## config.mk

```make
export PLATFORM = sky130hd
export DESIGN_NAME = tenyr_mem_arbiter
export DESIGN_NICKNAME = d
export VERILOG_FILES = /design/src/rtl/tenyr_mem_arbiter.sv
export SDC_FILE = /design/constraint.sdc
export NUM_CORES = 1
export LEC_CHECK = 0
export BUFFER_PORTS_ARGS = -buffer_cell sky130_fd_sc_hd__buf_2
export CORE_UTILIZATION = 44
export CTS_BUF_LIST = sky130_fd_sc_hd__clkbuf_8
export DETAILED_ROUTE_END_ITERATION = 10
export PLACE_DENSITY = 0.76
export SLEW_MARGIN = 20
export SYNTH_ARGS = -nofsm -noshare
export SYNTH_HDL_FRONTEND = slang
export SYNTH_SLANG_ARGS = --single-unit
export TNS_END_PERCENT = 5
```

## constraint.sdc

```tcl
create_clock -name clk -period 1.51 [get_ports clk]
set_input_delay 0.151 -clock clk [delete_from_list [all_inputs] [get_ports clk]]
set_output_delay 0.151 -clock clk [all_outputs]
set_load 0.01 [all_outputs]
```

## src/rtl/tenyr_mem_arbiter.sv

```systemverilog
// ============================================================================
// tenyr_mem_arbiter
// ----------------------------------------------------------------------------
// Merges the core's instruction-fetch channel and its data (load/store)
// channel onto one single-port memory bus. The bus uses a req/ack handshake
// and tolerates any number of wait states.
//
// Completion is signalled back to the core with one-cycle ready pulses, so
// the core can stall on slow memory. A watchdog raises a sticky bus_err when
// a slave never acknowledges. Only reset clears bus_err.
//
// All state updates happen on the falling edge of clk, matching the core.
// Every output is registered.
//
// Parameters:
//   ADDR_W   address width (fetch, data and bus)
//   DATA_W   data width
//   TIMEOUT  bus cycles without m_ack before bus_err; 0 disables the watchdog
//            (8-bit counter, 1..255 legal)
//
// Ports:
//   clk      clock, state updates on negedge
//   reset_n  synchronous active-low reset
//   i_req    fetch request (level), i_addr fetch address
//   i_rdy    1-cycle pulse, i_data holds fetched word until next i_rdy
//   d_req    data request (level), d_we store/load, d_addr, d_wdata
//   d_rdy    1-cycle pulse, d_rdata holds load result until next load
//   m_req    bus request, m_we, m_addr, m_wdata
//   m_ack    slave acknowledge, m_rdata valid in the same cycle
//   bus_err  sticky watchdog timeout flag
//
// Optional feature (macro TENYR_ARB_IFETCH_CACHE_EN):
//   Adds a one-entry fetch cache (tag, valid, word). A fetch that hits is
//   answered without any bus access. A completed store to the cached
//   address invalidates the entry.
// ============================================================================
module tenyr_mem_arbiter #(
    parameter int ADDR_W  = 32,
    parameter int DATA_W  = 32,
    parameter int TIMEOUT = 255
) (
    input  logic              clk,
    input  logic              reset_n,
    input  logic              i_req,
    input  logic [ADDR_W-1:0] i_addr,
    output logic              i_rdy,
    output logic [DATA_W-1:0] i_data,
    input  logic              d_req,
    input  logic              d_we,
    input  logic [ADDR_W-1:0] d_addr,
    input  logic [DATA_W-1:0] d_wdata,
    output logic              d_rdy,
    output logic [DATA_W-1:0] d_rdata,
    output logic              m_req,
    output logic              m_we,
    output logic [ADDR_W-1:0] m_addr,
    output logic [DATA_W-1:0] m_wdata,
    input  logic              m_ack,
    input  logic [DATA_W-1:0] m_rdata,
    output logic              bus_err
);

    typedef enum logic [2:0] {
        IDLE,
        BUS_I,
        BUS_D,
        RESP,
        ERR
    } state_t;

    localparam logic [7:0] TIMEOUT_CNT = 8'(TIMEOUT);

    state_t     state;
    logic [7:0] wd_cnt;

`ifdef TENYR_ARB_IFETCH_CACHE_EN
    logic [ADDR_W-1:0] cache_tag;
    logic              cache_valid;
    logic [DATA_W-1:0] cache_word;
`endif

    // Data requests win over fetches. The pending load/store belongs to an
    // older instruction than the fetch, so it must be served first. The
    // fetch request simply stays asserted until it is served.
    //
    // While a bus access is in progress (BUS_I/BUS_D), m_* are not touched
    // until m_ack arrives. The watchdog counts the cycles that pass without
    // an ack. The counter is already cleared when the state is entered.
    always_ff @(negedge clk) begin
        if (!reset_n) begin
            state       <= IDLE;
            wd_cnt      <= 8'd0;
            i_rdy       <= 1'b0;
            i_data      <= '0;
            d_rdy       <= 1'b0;
            d_rdata     <= '0;
            m_req       <= 1'b0;
            m_we        <= 1'b0;
            m_addr      <= '0;
            m_wdata     <= '0;
            bus_err     <= 1'b0;
`ifdef TENYR_ARB_IFETCH_CACHE_EN
            cache_tag   <= '0;
            cache_valid <= 1'b0;
            cache_word  <= '0;
`endif
        end else begin
            i_rdy <= 1'b0;
            d_rdy <= 1'b0;
            case (state)
                IDLE: begin
                    if (d_req) begin
                        m_req   <= 1'b1;
                        m_we    <= d_we;
                        m_addr  <= d_addr;
                        m_wdata <= d_wdata;
                        wd_cnt  <= 8'd0;
                        state   <= BUS_D;
                    end
`ifdef TENYR_ARB_IFETCH_CACHE_EN
                    else if (i_req && cache_valid && (i_addr == cache_tag)) begin
                        // Cache hit: skip the bus and answer one edge later.
                        i_data <= cache_word;
                        i_rdy  <= 1'b1;
                        state  <= RESP;
                    end
`endif
                    else if (i_req) begin
                        m_req  <= 1'b1;
                        m_we   <= 1'b0;
                        m_addr <= i_addr;
                        wd_cnt <= 8'd0;
                        state  <= BUS_I;
                    end
                end

                BUS_I, BUS_D: begin
                    if (m_ack) begin
                        m_req <= 1'b0;
                        m_we  <= 1'b0;
                        state <= RESP;
                        if (state == BUS_I) begin
                            i_rdy  <= 1'b1;
                            i_data <= m_rdata;
`ifdef TENYR_ARB_IFETCH_CACHE_EN
                            cache_tag   <= m_addr;
                            cache_word  <= m_rdata;
                            cache_valid <= 1'b1;
`endif
                        end else begin
                            d_rdy <= 1'b1;
                            // On a store, keep the previous load result.
                            if (!m_we) begin
                                d_rdata <= m_rdata;
                            end
`ifdef TENYR_ARB_IFETCH_CACHE_EN
                            if (m_we && (m_addr == cache_tag)) begin
                                cache_valid <= 1'b0;
                            end
`endif
                        end
                    end else if ((TIMEOUT_CNT != 8'd0) && (wd_cnt == TIMEOUT_CNT - 8'd1)) begin
                        // This cycle is the TIMEOUT-th one without an ack.
                        state   <= ERR;
                        m_req   <= 1'b0;
                        m_we    <= 1'b0;
                        bus_err <= 1'b1;
                    end else begin
                        wd_cnt <= wd_cnt + 8'd1;
                    end
                end

                // The ready pulse is visible during RESP. Requests are not
                // sampled here, which gives the requester one cycle to drop
                // or change its request.
                RESP: begin
                    state <= IDLE;
                end

                ERR: begin
                    state <= ERR;
                end

                default: begin
                    state <= IDLE;
                end
            endcase
        end
    end

endmodule

```

Word-level counts from Yosys, hierarchy flattened
Index checks and enable logic that the tools add are counted.
- register bits after elaboration: 144
- word-level logic and storage cells: 58
- input bits: 134
- output and inout port bits: 133
- multiplexer cells: 22
- $add $sub $neg: 1
- bitwise gates (word level): 3
- equal/unequal tests: 8
- reduce and logical (&&, ||, !) cells: 13
- operator list (kind ; number):
    32-bit two-way mux ; 2
    8-bit two-way mux ; 4
    8-bit one-hot mux with 2 select lines ; 1
    3-bit two-way mux ; 4
    3-bit AND reduction ; 4
    3-bit one-hot mux with 3 select lines ; 1
    8-bit by 1-bit adder with 8-bit output (second input constant) ; 1
    8-bit equality test (second input constant) ; 1
    1-bit two-way mux ; 8
    4-bit AND reduction ; 2
    3-bit != test (second input constant) ; 2
    2-bit AND reduction ; 3
    2-bit != test (second input constant) ; 2
    1-bit one-hot mux with 2 select lines ; 2
    2-bit nonzero test ; 2
    3-bit by 1-bit equality test with 1-bit output (second input constant) ; 1
    3-bit by 2-bit equality test with 1-bit output (second input constant) ; 1
    3-bit equality test (second input constant) ; 1
    3-bit logical NOT ; 1
    1-bit NOT ; 3
    2-bit OR reduction ; 1

Longest topological paths before layout
- depth in word-level cells: 4
- mapped depth: 8

==> run metrics <==
Post-route DRC 0; worst min-delay path class reg -> reg; largest net degree at the start of global routing 86; Pins Over Slew Limit 0; Reg-to-Reg Start wd_cnt[5]$_SDFFE_NN0P_; CP required 1360 ps; Setup crit end kind primary output; Ports 267; dominant synthesized flop cell dfxtp_1; Worst setup SP type register; Critical Path AT 1680 ps; violated checks setup timing; WL/cell 14.2 microns; Synth cell types 48; core area 0.0133 sq mm; setup ws final -318 ps; Yosys reg bits 144; drt first pass iters 5; crit-path max cell delay 350 ps; GRT busiest layer met2; Slew HR 80.2%; Psw 0.00586 W; outcome complete, but fails checks; Buf+Inv Stages, Crit Path 1; n_diodes 0; Worst Tran Pin Value 296 ps; Initial Utilization 45.4%; antenna violations before repair 0; endpoints failing hold 0; gpl congestion 0.815; Area growth, synth to finish 60.6%; Crit path max-delay family flip-flops; Die W 119 microns; Syn Nets 811; combinational share of power 36.1%; CP Max Fanout 2; placed cell area 0.00777 sq mm; clock-pin slew on the worst setup and hold paths 60 ps; vias per inst 4.97; ANT nets after route 0; Die Footprint 0.0143 sq mm; Setup crit start m_addr[12]$_SDFFE_NN0P_; Setup Skew 30.0 ps; synth warn 0; Power Density 1600 mW/mm^2; Syn Area/Cell 8.98 sq um; GR Util met3 9.34%; met2 GRT Util 45.9%; RSZ-0062 raised after global routing true; insertion delay to the later sink of the worst-skew pair 470 ps; placed insts 1110; CP cell instances buf_6; leak pwr 5.07 nW; Final setup violation count 133; layout cell share with drive strength beyond 1 45.0%; Post-Synthesis Cells 675; GRT overflow 0; max cap viols 0; HPWL after DPL 11600 microns; maximum clock path buffer count 2; H-tree levels 4; Max VDD drop 0.00121 V; vias after detailed routing 6396; vias in the first global route 6637; HP Start i_data[25]$_SDFFE_NN0P_; register share of total power 34.7%; hold-fix buffers at CTS 0; Rows 42; Slowest-stage cell, CP dfxtp_2; Root Driver clkbuf_8; EDFF count, synth 0; sequential fraction of the synthesis area 47.5%; ys async rst share 0%; CTS tree yes; final wirelength 18200 microns; global-route wire length before repair 29400 microns; TritonCTS Buffers 17; clock sink count 144; Finished Cell Area 0.00974 sq mm; Iter 0 DRT Violations 415; die height 119 microns; gr usage total 25.9%; nets@finish 1233; worst setup path category reg -> out; cell-internal power 0.00972 W; I/O Buffers 266; Synth Cell Area 0.00606 sq mm; GRT met1 Usage 26.2%; switching part of the total 37.6%; post-route insts no fill 1286; power share of the clock group 29.2%
## layer usage
| metal | share of wire, % | vias to the layer above |
|---|---|---|
| met5 | 0 | - |
| met4 | 1.8 | 0 |
| met3 | 5.7 | 26 |
| met2 | 53 | 238 |
| met1 | 39 | 3016 |
| li1 | - | 3116 |
## synthesized netlist by cell type (all sizes together), types with 2 or more instances
master  instances  area (sq um)
a31oi           3          18.8
a21boi         96           721
and3            2          12.5
nor3b           4          30.0
nand3           3          15.0
a22oi           2          15.0
clkbuf         26           118
nand2         238           893
buf            29           215
nor4            3          18.8
a21oi           2          10.0
and2            3          18.8
dfxtp         144          2880
mux2i          35           350
nor3            3          37.5
nand2b          2          12.5
and3b           3          27.5
o21a            2          15.0
and4bb          2          28.8
o211a          32           320
or2             2          12.5
nor2            7          26.3
or3             3          23.8
inv             2          7.51
nor4b           3          38.8
a211oi          3          22.5
nand4           2          12.5
nor2b           3          18.8
o21ai           7          35.0
ha              2          25.0
## power groups by stage
stage / logic, W / registers [W] / clock network [W]
5_1_grt: 0.00609 / 0.00549 / 0.00516
2_1_floorplan: 0.00266 / 0.00540 / 0.000580
4_1_cts: 0.00559 / 0.00539 / 0.00462
6_report: 0.00563 / 0.00541 / 0.00454
3_3_place_gp: 0.00463 / 0.00507 / 0.000580
3_5_place_dp: 0.00471 / 0.00509 / 0.000580
## cells by family (layout without fill, tap and decap cells)
| family | after synthesis | after routing | share of synthesized area, % |
|---|---|---|---|
| buf+inv | 57 | 492 | 5.61 |
| compound gates | 150 | 150 | 19.5 |
| flops | 144 | 144 | 47.5 |
| xor+xnor | 1 | 1 | 0.454 |
| simple gates | 286 | 286 | 20.7 |
| fa+ha+maj | 2 | 2 | 0.413 |
| mux | 35 | 35 | 5.78 |
## state kept, by name, summed over array words and instances, names as in the netlist
register	cells
wd_cnt	8
d_rdy	1
i_data	32
d_rdata	32
m_wdata	32
bus_err	1
m_req	1
m_we	1
i_rdy	1
state	3
m_addr	32
## stage by stage
stage	util, %	worst slack, ps	setup TNS [ps]	hold slack [ps]	power [W]
floorplan	-	-324	-33590	479	0.00864
global placement	58.2	-463	-54820	438	0.0103
detailed placement	58.2	-550	-58790	442	0.0104
CTS	72.7	-330	-39480	455	0.0156
global route	73.0	-359	-42450	469	0.0167
finish	73.0	-318	-36900	451	0.0156
## area by class of cell
class	instances	area (sq um)
fill	950	3610
inverter	1	3.75
tap	176	220
multi-input combinational	474	2890
sequential	144	3050
clock inverter	159	681
clock buffer	17	234
timing repair buffer	315	2660
## layout by cell type (no fill, tap or decap), drive strengths merged
master / synthesis / routed
and3: 2 / 2
nor4b: 3 / 3
or3: 3 / 3
xnor2: 1 / 1
clkinvlp: 0 / 3
nand3: 3 / 3
nor2: 7 / 7
or2: 2 / 2
a211o: 1 / 1
o211a: 32 / 32
nor2b: 3 / 3
nor4: 3 / 3
and4bb: 2 / 2
nand3b: 1 / 1
o21ai: 7 / 7
nand2: 238 / 238
a31oi: 3 / 3
a21boi: 96 / 96
o21a: 2 / 2
inv: 2 / 154
and4: 1 / 1
and2: 3 / 3
mux2i: 35 / 35
nor3: 3 / 3
buf: 29 / 315
nand2b: 2 / 2
dfxtp: 144 / 144
a41oi: 1 / 1
nand4: 2 / 2
bufinv: 0 / 2
nor3b: 4 / 4
and3b: 3 / 3
clkinv: 0 / 1
a21o: 1 / 1
clkbuf: 26 / 17
a211oi: 3 / 3
a21oi: 2 / 2
nand4bb: 1 / 1
ha: 2 / 2
a22oi: 2 / 2
## worst paths after layout
path                              to  slack [ps]  cells past startpoint
max reg2reg   wd_cnt[1]$_SDFFE_NN0P_          30                      5
max                       m_addr[12]        -320                      1
min          i_data[25]$_SDFFE_NN0P_         450                      2
min reg2reg  i_data[25]$_SDFFE_NN0P_         450                      2
## timing repair
action | CTS | global route
endpoints found under the hold margin | 0 | 0
resized for setup | 272 | 13
setup endpoints to repair | 205 | 212
pin swaps | 1 | 0
setup buffers | 1 | 0
Power figures use the tool's default switching activity.
